<file path="src/rtl/aq_vlsu_ld_merge.sv">
// aq_vlsu_ld_merge: merges the two halves of a line-crossing load and forwards
// single-beat loads to VRF write-back through a one-entry output register.
module aq_vlsu_ld_merge #(
    parameter int DATAW = 64,
    parameter int BEW   = DATAW / 8,
    parameter int TAGW  = 5
) (
    input  logic             forever_cpuclk,
    input  logic             cpurst_b,
    input  logic             rtu_yy_xx_flush,
    input  logic             rot_vld,
    output logic             rot_rdy,
    input  logic [DATAW-1:0] rot_data,
    input  logic [BEW-1:0]   rot_be,
    input  logic             rot_split,
    input  logic             rot_last,
    input  logic [TAGW-1:0]  rot_tag,
    output logic             wb_vld,
    input  logic             wb_rdy,
    output logic [DATAW-1:0] wb_data,
    output logic [BEW-1:0]   wb_be,
    output logic [TAGW-1:0]  wb_tag,
    output logic             merge_err
);
    typedef enum logic {IDLE, WAIT2} state_e;

    state_e           state_q, state_d;
    logic [DATAW-1:0] buf_data_q, buf_data_d, wb_data_q, wb_data_d, m;
    logic [BEW-1:0]   buf_be_q, buf_be_d, wb_be_q, wb_be_d;
    logic [TAGW-1:0]  wb_tag_q, wb_tag_d;
    logic             wb_vld_q, wb_vld_d, err_q, err_d;
    logic             acc, first, second;

    for (genvar b = 0; b < BEW; b++) begin : g_mask
        assign m[8*b +: 8] = {8{rot_be[b]}};
    end

    assign rot_rdy = ~rtu_yy_xx_flush & (~wb_vld_q | wb_rdy);
    assign acc     = rot_vld & rot_rdy;
    assign first   = rot_split & ~rot_last;
    assign second  = rot_split & rot_last;

    always_comb begin
        state_d    = state_q;
        buf_data_d = buf_data_q;
        buf_be_d   = buf_be_q;
        wb_vld_d   = wb_vld_q & ~wb_rdy;
        wb_data_d  = wb_data_q;
        wb_be_d    = wb_be_q;
        wb_tag_d   = wb_tag_q;
        err_d      = 1'b0;
        if (rtu_yy_xx_flush) begin
            state_d  = IDLE;
            buf_be_d = '0;
            wb_vld_d = 1'b0;
        end else if (acc) begin
            // a second beat is only legal in WAIT2; anything else there is a violation
            err_d = (state_q == WAIT2) ^ second;
            if (state_q == WAIT2 && second) begin
                state_d   = IDLE;
                buf_be_d  = '0;
                wb_vld_d  = 1'b1;
                wb_data_d = (buf_data_q & ~m) | (rot_data & m);
                wb_be_d   = buf_be_q | rot_be;
                wb_tag_d  = rot_tag;
            end else if (first) begin
                state_d    = WAIT2;
                buf_data_d = rot_data & m;
                buf_be_d   = rot_be;
            end else begin
                state_d   = IDLE;
                buf_be_d  = '0;
                wb_vld_d  = 1'b1;
                wb_data_d = rot_data;
                wb_be_d   = rot_be;
                wb_tag_d  = rot_tag;
            end
        end
    end

    always_ff @(posedge forever_cpuclk or negedge cpurst_b) begin
        if (!cpurst_b) begin
            state_q    <= IDLE;
            buf_data_q <= '0;
            buf_be_q   <= '0;
            wb_vld_q   <= 1'b0;
            wb_data_q  <= '0;
            wb_be_q    <= '0;
            wb_tag_q   <= '0;
            err_q      <= 1'b0;
        end else begin
            state_q    <= state_d;
            buf_data_q <= buf_data_d;
            buf_be_q   <= buf_be_d;
            wb_vld_q   <= wb_vld_d;
            wb_data_q  <= wb_data_d;
            wb_be_q    <= wb_be_d;
            wb_tag_q   <= wb_tag_d;
            err_q      <= err_d;
        end
    end

    assign wb_vld    = wb_vld_q;
    assign wb_data   = wb_data_q;
    assign wb_be     = wb_be_q;
    assign wb_tag    = wb_tag_q;
    assign merge_err = err_q;
endmodule
</file>
<file path="config.mk">
export PLATFORM = sky130hd
export DESIGN_NAME = aq_vlsu_ld_merge
export DESIGN_NICKNAME = d
export VERILOG_FILES = /design/src/rtl/aq_vlsu_ld_merge.sv
export SDC_FILE = /design/constraint.sdc
export NUM_CORES = 1
export LEC_CHECK = 0
export CAP_MARGIN = 0
export CORE_MARGIN = 3
export CORE_UTILIZATION = 35
export DETAILED_ROUTE_END_ITERATION = 8
export DONT_BUFFER_PORTS = 1
export PLACE_DENSITY = 0.48
export SYNTH_ARGS = -nofsm -noshare
export SYNTH_HDL_FRONTEND = slang
export SYNTH_SLANG_ARGS = --single-unit
</file>
<file path="constraint.sdc">
create_clock -name forever_cpuclk -period 5.2 [get_ports forever_cpuclk]
set_clock_uncertainty 0.2 [all_clocks]
set_input_delay 1.56 -clock forever_cpuclk [delete_from_list [all_inputs] [get_ports forever_cpuclk]]
set_output_delay 1.56 -clock forever_cpuclk [all_outputs]
set_load 0.005 [all_outputs]
</file>
==> results of run 1 <==
==> flip-flops by register name, indices dropped and copies added (netlist names) <==
name and cells:
wb_tag 5, buf_data_q 64, wb_be 8, merge_err 1
wb_vld 1, state_q 1, buf_be_q 8, wb_data 64
==> final timing paths <==
| check | slack, ps | cells past startpoint | from | end |
|---|---|---|---|---|
| setup / recovery | 1500 | 2 | wb_rdy | rot_rdy |
| hold / removal | 310 | 2 | buf_data_q[23] | buf_data_q[23] |
| setup reg to reg | 2540 | 4 | state_q | wb_data[11] |
| hold reg to reg | 310 | 2 | buf_data_q[23] | buf_data_q[23] |
| max in group asynchronous | 3710 | 0 | cpurst_b | wb_be[3] |
| min in group asynchronous | 650 | 0 | cpurst_b | buf_data_q[53] |
==> layer usage <==
metal  wire length (µm)  up-vias
li1                   -     1856
met1               6710     2069
met2               7310      107
met3               1290       16
met4                271        0
met5                  0        -
==> placed cells by master (no fill, tap or decap), drive strengths merged, types with 2 or more instances in the layout <==
cell      netlist  final
and3            2      2
clkinv          1      6
nand2          65     65
mux2i          72     72
buf            24      3
nor3            2      2
nand2b         10     10
a21oi           9      9
clkbuf          9     19
nor2            2      2
bufinv          0      3
inv            72     73
a32o            8      8
nor2b           3      3
dfrtp         152    152
mux2          133    133
clkinvlp        0      3
==> final cells by class <==
| class | count | share of cell area |
|---|---|---|
| tap | 265 | 0.0421 |
| multi-input combinational | 310 | 0.360 |
| clock buffer | 19 | 0.0563 |
| clock inverter | 12 | 0.0191 |
| inverter | 73 | 0.0348 |
| timing repair buffer | 3 | 0.00445 |
| sequential | 152 | 0.483 |
==> stage by stage <==
step           std cells  hold slack (ps)
2_1_floorplan        568              283
6_report             834              312
3_5_place_dp         803              310
4_1_cts              834              320
3_3_place_gp         803              300
5_1_grt              834              331
==> power by group <==
part | leakage, µW | switching (µW) | internal [µW]
logic | 0.00131 | 135 | 192
registers | 0.00185 | 168 | 1430
clock network | 0.000285 | 482 | 764
total | 0.00345 | 784 | 2380
==> cells in the mapped netlist, drive strengths merged (2+ instances only) <==
cell	count	area, µm²
dfrtp	152	3800
mux2	133	1560
inv	72	270
mux2i	72	721
nand2	65	244
buf	24	188
nand2b	10	65.1
a21oi	9	45.0
clkbuf	9	33.8
a32o	8	80.1
nor2b	3	21.3
and3	2	12.5
nor2	2	7.51
nor3	2	26.3
==> kinds of logic after synthesis <==
logic type / Yosys count
and+or+nand+nor: 86
muxes: 205
adders and majority gates: 1
buffers and inverters: 106
AOI/OAI and AO/OA: 18
DFF: 152
==> impl_metrics.env, run 1 <==
export IMPL_dp_hpwl_um=10400
export IMPL_placed_cell_area_mm2=0.00727
export IMPL_track_usage=0.145
export IMPL_syn_avg_cell_area_um2=12.5
export IMPL_cpPeakStageDelay_ps=280
export IMPL_antennaDiodeCount=0
export IMPL_ctsHoldBuffers=0
export IMPL_yosys_most_used_dff="dfrtp_1"
export IMPL_finalCritPeriodShare=0.712
export IMPL_path_cells="nor2b_2 > nor2_1"
export IMPL_preCtsSetupSlack_ps=1160
export IMPL_cp_arrival_ps=1940
export IMPL_grt_use_met1=0.184
export IMPL_rsz0062_at_grt="no"
export IMPL_worst_hold_path_type="flop to flop"
export IMPL_core_area_mm2=0.0197
export IMPL_yosysSeqAreaShare=0.534
export IMPL_met2_usage=0.225
export IMPL_critPathSlowestCell="nor2b_2"
export IMPL_die_h_um=149
export IMPL_relSlewSlack=0.357
export IMPL_postRouteAntennaNets=0
export IMPL_wirelength_um=15600
export IMPL_yosys_area_share_simple=0.0554
export IMPL_io_pins=164
export IMPL_leakage_uw=0.00345
export IMPL_cts_repair_resized=0
export IMPL_required_ps=3440
export IMPL_grt_first_pass_wirelength_um=25100
export IMPL_drtPass1Iterations=4
export IMPL_status="finished clean"
export IMPL_cp_max_fo=4
export IMPL_finish_instance_area_mm2=0.00787
export IMPL_fillCellCount=1889
export IMPL_grt_antenna_before_repair=0
export IMPL_drc=0
export IMPL_peakVddDrop_mv=0.195
export IMPL_end_kind="output pin"
export IMPL_grt_overflow=0
export IMPL_netlist_instances=568
export IMPL_crit_buf_inv=0
export IMPL_route_vias_total=4048
export IMPL_drive_gt1_frac=0.227
export IMPL_seqCellArea_mm2=0.00380
export IMPL_synthMuxAreaShare=0.320
export IMPL_fin_nets=642
export IMPL_ys_ff_latch=152
export IMPL_total_power_uw=3170
export IMPL_htree_levels=4
export IMPL_synth_xor_xnor_area_share=0
export IMPL_wire_per_inst_um=18.7
export IMPL_placement_rows=51
export IMPL_synth_compound_area_frac=0.0188
export IMPL_synth_top_family_by_area="multiplexers"
export IMPL_setup_ws_ps=1500
export IMPL_maxCapViolations=0
export IMPL_area_growth_pct=10.5
export IMPL_place_gp_congestion=0.772
export IMPL_clkTransAtPathRegs_ps=60
export IMPL_die_area_mm2=0.0221
export IMPL_clk_latency_ps=410
export IMPL_multi_input_area_mm2=0.00283
export IMPL_fmaxAchievable_mhz=270
export IMPL_cts_buffers=17
export IMPL_crit_type="input port to output pin"
export IMPL_crit_family="simple AND/OR/NAND/NOR gates"
export IMPL_drtIter0Drc=124
export IMPL_cts_sinks=152
export IMPL_post_cts_buffers=0
export IMPL_power_density_mw_per_mm2=403
export IMPL_start_kind="input port"
export IMPL_grt_busiest_layer="met2"
export IMPL_synth_edf_count=0
export IMPL_grt_max_degree=153
export IMPL_tns_ps=0
export IMPL_met3_usage=0.0558
export IMPL_syn_nets=653
export IMPL_synth_distinct_cells=26
export IMPL_hold_viol_final=0
export IMPL_cts_path_max_buffers=2
export IMPL_cts_tree="yes"
export IMPL_cts_root_buf="clkbuf_16"
export IMPL_io_buffers=0
export IMPL_fin_crit_ps=3700
export IMPL_setup_viol=0
export IMPL_final_max_slew_violation_count=0
export IMPL_synth_warnings=0
export IMPL_synthArstFlopShare=1.00
export IMPL_synthAdderAreaFrac=0.00176
export IMPL_via_per_inst=4.85
export IMPL_netlist_area_mm2=0.00712
export IMPL_final_core_util=0.399
export IMPL_worstMarginPinSlew_ps=964
export IMPL_fp_dieW_um=149
export IMPL_initial_core_util=0.361
export IMPL_grt_pass1_vias=4511
(Power assumes the default switching activity.)
==> inputs of run 2 (changes only) <==
PLACE_DENSITY = 0.5   (was 0.48)
clock period = 3.2 ns   (was 5.2 ns; I/O delays follow)
==> run 2 against run 1 <==
Against the previous run: core utilization rose by 0.26 points; setup slack got worse by 1100 ps; critical path type is now input port to flop; non-clock buffer count rose by 1; first-iteration DRC count rose by 38%; largest cell class unchanged; highest routed layer unchanged; count of clock-buffer cells in the layout did not move; final area rose by 0.65%; combinational power rose by 62%; sequential share of layout area fell by 0.31 points; sequential power rose by 62%.
==> impl_metrics.env, run 2 (synthesis results as in run 1) <==
export IMPL_status="finished clean"
export IMPL_io_buffers=0
export IMPL_grt_overflow=0
export IMPL_wire_per_inst_um=18.8
export IMPL_clkTransAtPathRegs_ps=60
export IMPL_dp_hpwl_um=10400
export IMPL_die_area_mm2=0.0221
export IMPL_io_pins=164
export IMPL_reg2reg_slack_ps=620
export IMPL_clk_latency_ps=420
export IMPL_total_power_uw=5210
export IMPL_final_cells=836
export IMPL_grt_pass1_vias=4483
export IMPL_preCtsSetupSlack_ps=-165
export IMPL_power_density_mw_per_mm2=658
export IMPL_grt_max_degree=153
export IMPL_leakage_uw=0.00346
export IMPL_area_growth_pct=11.2
export IMPL_grt_first_pass_wirelength_um=25400
export IMPL_cts_sinks=152
export IMPL_place_gp_congestion=0.758
export IMPL_postRouteAntennaNets=0
export IMPL_end_kind="flop"
export IMPL_wirelength_um=15700
export IMPL_drtPass1Iterations=4
export IMPL_cts_path_max_buffers=2
export IMPL_relSlewSlack=0.468
export IMPL_mostFrequentLayoutCell="dfrtp_1"
export IMPL_final_max_slew_violation_count=0
export IMPL_drc=0
export IMPL_cts_buffers=17
export IMPL_ctsHoldBuffers=0
export IMPL_setup_viol=0
export IMPL_layout_common_cells="dfrtp_1 (152), mux2_2 (74), inv_1 (72), mux2i_1 (72), nand2_1 (65)"
export IMPL_required_ps=3300
export IMPL_antennaDiodeCount=0
export IMPL_track_usage=0.147
export IMPL_route_vias_total=4096
export IMPL_peakVddDrop_mv=0.348
export IMPL_via_per_inst=4.90
export IMPL_fp_dieW_um=149
export IMPL_post_cts_buffers=0
export IMPL_cts_tree="yes"
export IMPL_rsz0062_at_grt="no"
export IMPL_fin_crit_ps=2850
export IMPL_critPathSlowestCell="ha_1"
export IMPL_fmaxAchievable_mhz=351
export IMPL_fillCellCount=1858
export IMPL_cp_arrival_ps=2950
export IMPL_fin_nets=643
export IMPL_placement_rows=51
export IMPL_die_h_um=149
export IMPL_maxCapViolations=0
export IMPL_crit_type="input port to flop"
export IMPL_worst_hold_path_type="input port to async pin"
export IMPL_hold_viol_final=0
export IMPL_htree_levels=4
export IMPL_place_inst=804
export IMPL_cts_root_buf="clkbuf_16"
export IMPL_core_area_mm2=0.0197
export IMPL_drive_gt1_frac=0.229
export IMPL_cts_repair_resized=0
export IMPL_finalCritPeriodShare=0.889
export IMPL_setup_ws_ps=354
export IMPL_start_kind="input port"
export IMPL_path_cells="and2_1 > ha_1 > nand2b_1 > mux2_1 > mux2_2"
export IMPL_cp_max_fo=17
export IMPL_cpPeakStageDelay_ps=680
export IMPL_initial_core_util=0.361
export IMPL_worstMarginPinSlew_ps=798
export IMPL_grt_antenna_before_repair=0
export IMPL_drtIter0Drc=171
run 2: cell types whose count changed in the layout (fill, tap and decap cells not counted):
cell,delta
clkinv_2,-3
inv_6,+2
clkinvlp_4,+1
buf_12,+2
buf_4,-1
clkinv_4,+1
run 2: power by group:
part | internal, µW | switching (µW)
logic | 315 | 214
clock network | 1260 | 832
registers | 2320 | 274
run 2: worst paths after layout:
| check | from | to | cells past startpoint |
|---|---|---|---|
| max reg2reg | state_q | wb_data[40] | 4 |
| min | cpurst_b | wb_data[55] | 0 |
| min reg2reg | buf_data_q[29] | buf_data_q[29] | 2 |
| min in group forever_cpuclk | buf_data_q[29] | buf_data_q[29] | 2 |
| max | rot_last | wb_data[40] | 5 |
| max in group asynchronous | cpurst_b | buf_be_q[1] | 0 |
run 2: worst max-delay path: cells and delay by family:
| family | cells | cell delay, ps |
|---|---|---|
| adders and majority gates | 1 | 680 |
| muxes | 2 | 710 |
| and+or+nand+nor | 2 | 590 |
run 2: final cells by class:
cell class | count | area, µm² | share of cell area
clock buffers | 19 | 443 | 0.0559
repair buffers | 4 | 67.6 | 0.00853
clock inverters | 13 | 169 | 0.0213
well taps | 265 | 332 | 0.0419
multi-input cells | 310 | 2830 | 0.357
inverters | 73 | 274 | 0.0346
flip-flops and latches | 152 | 3800 | 0.480
run 2: metrics by stage:
stage	hold WS [ps]	setup TNS [ps]	util	instance area (µm²)
CTS	12.7	0	0.402	7920
floorplan	283	0	-	7120
finish	37.4	0	0.402	7920
global route	8.48	0	0.402	7920
global placement	300	-2360	0.371	7310
detailed placement	307	-5210	0.371	7310
run 2: layer usage:
layer | global-route usage | routed length, µm
met5 | 0 | 0
met4 | 0.0545 | 250
met3 | 0.0582 | 1360
met2 | 0.226 | 7270
met1 | 0.190 | 6860
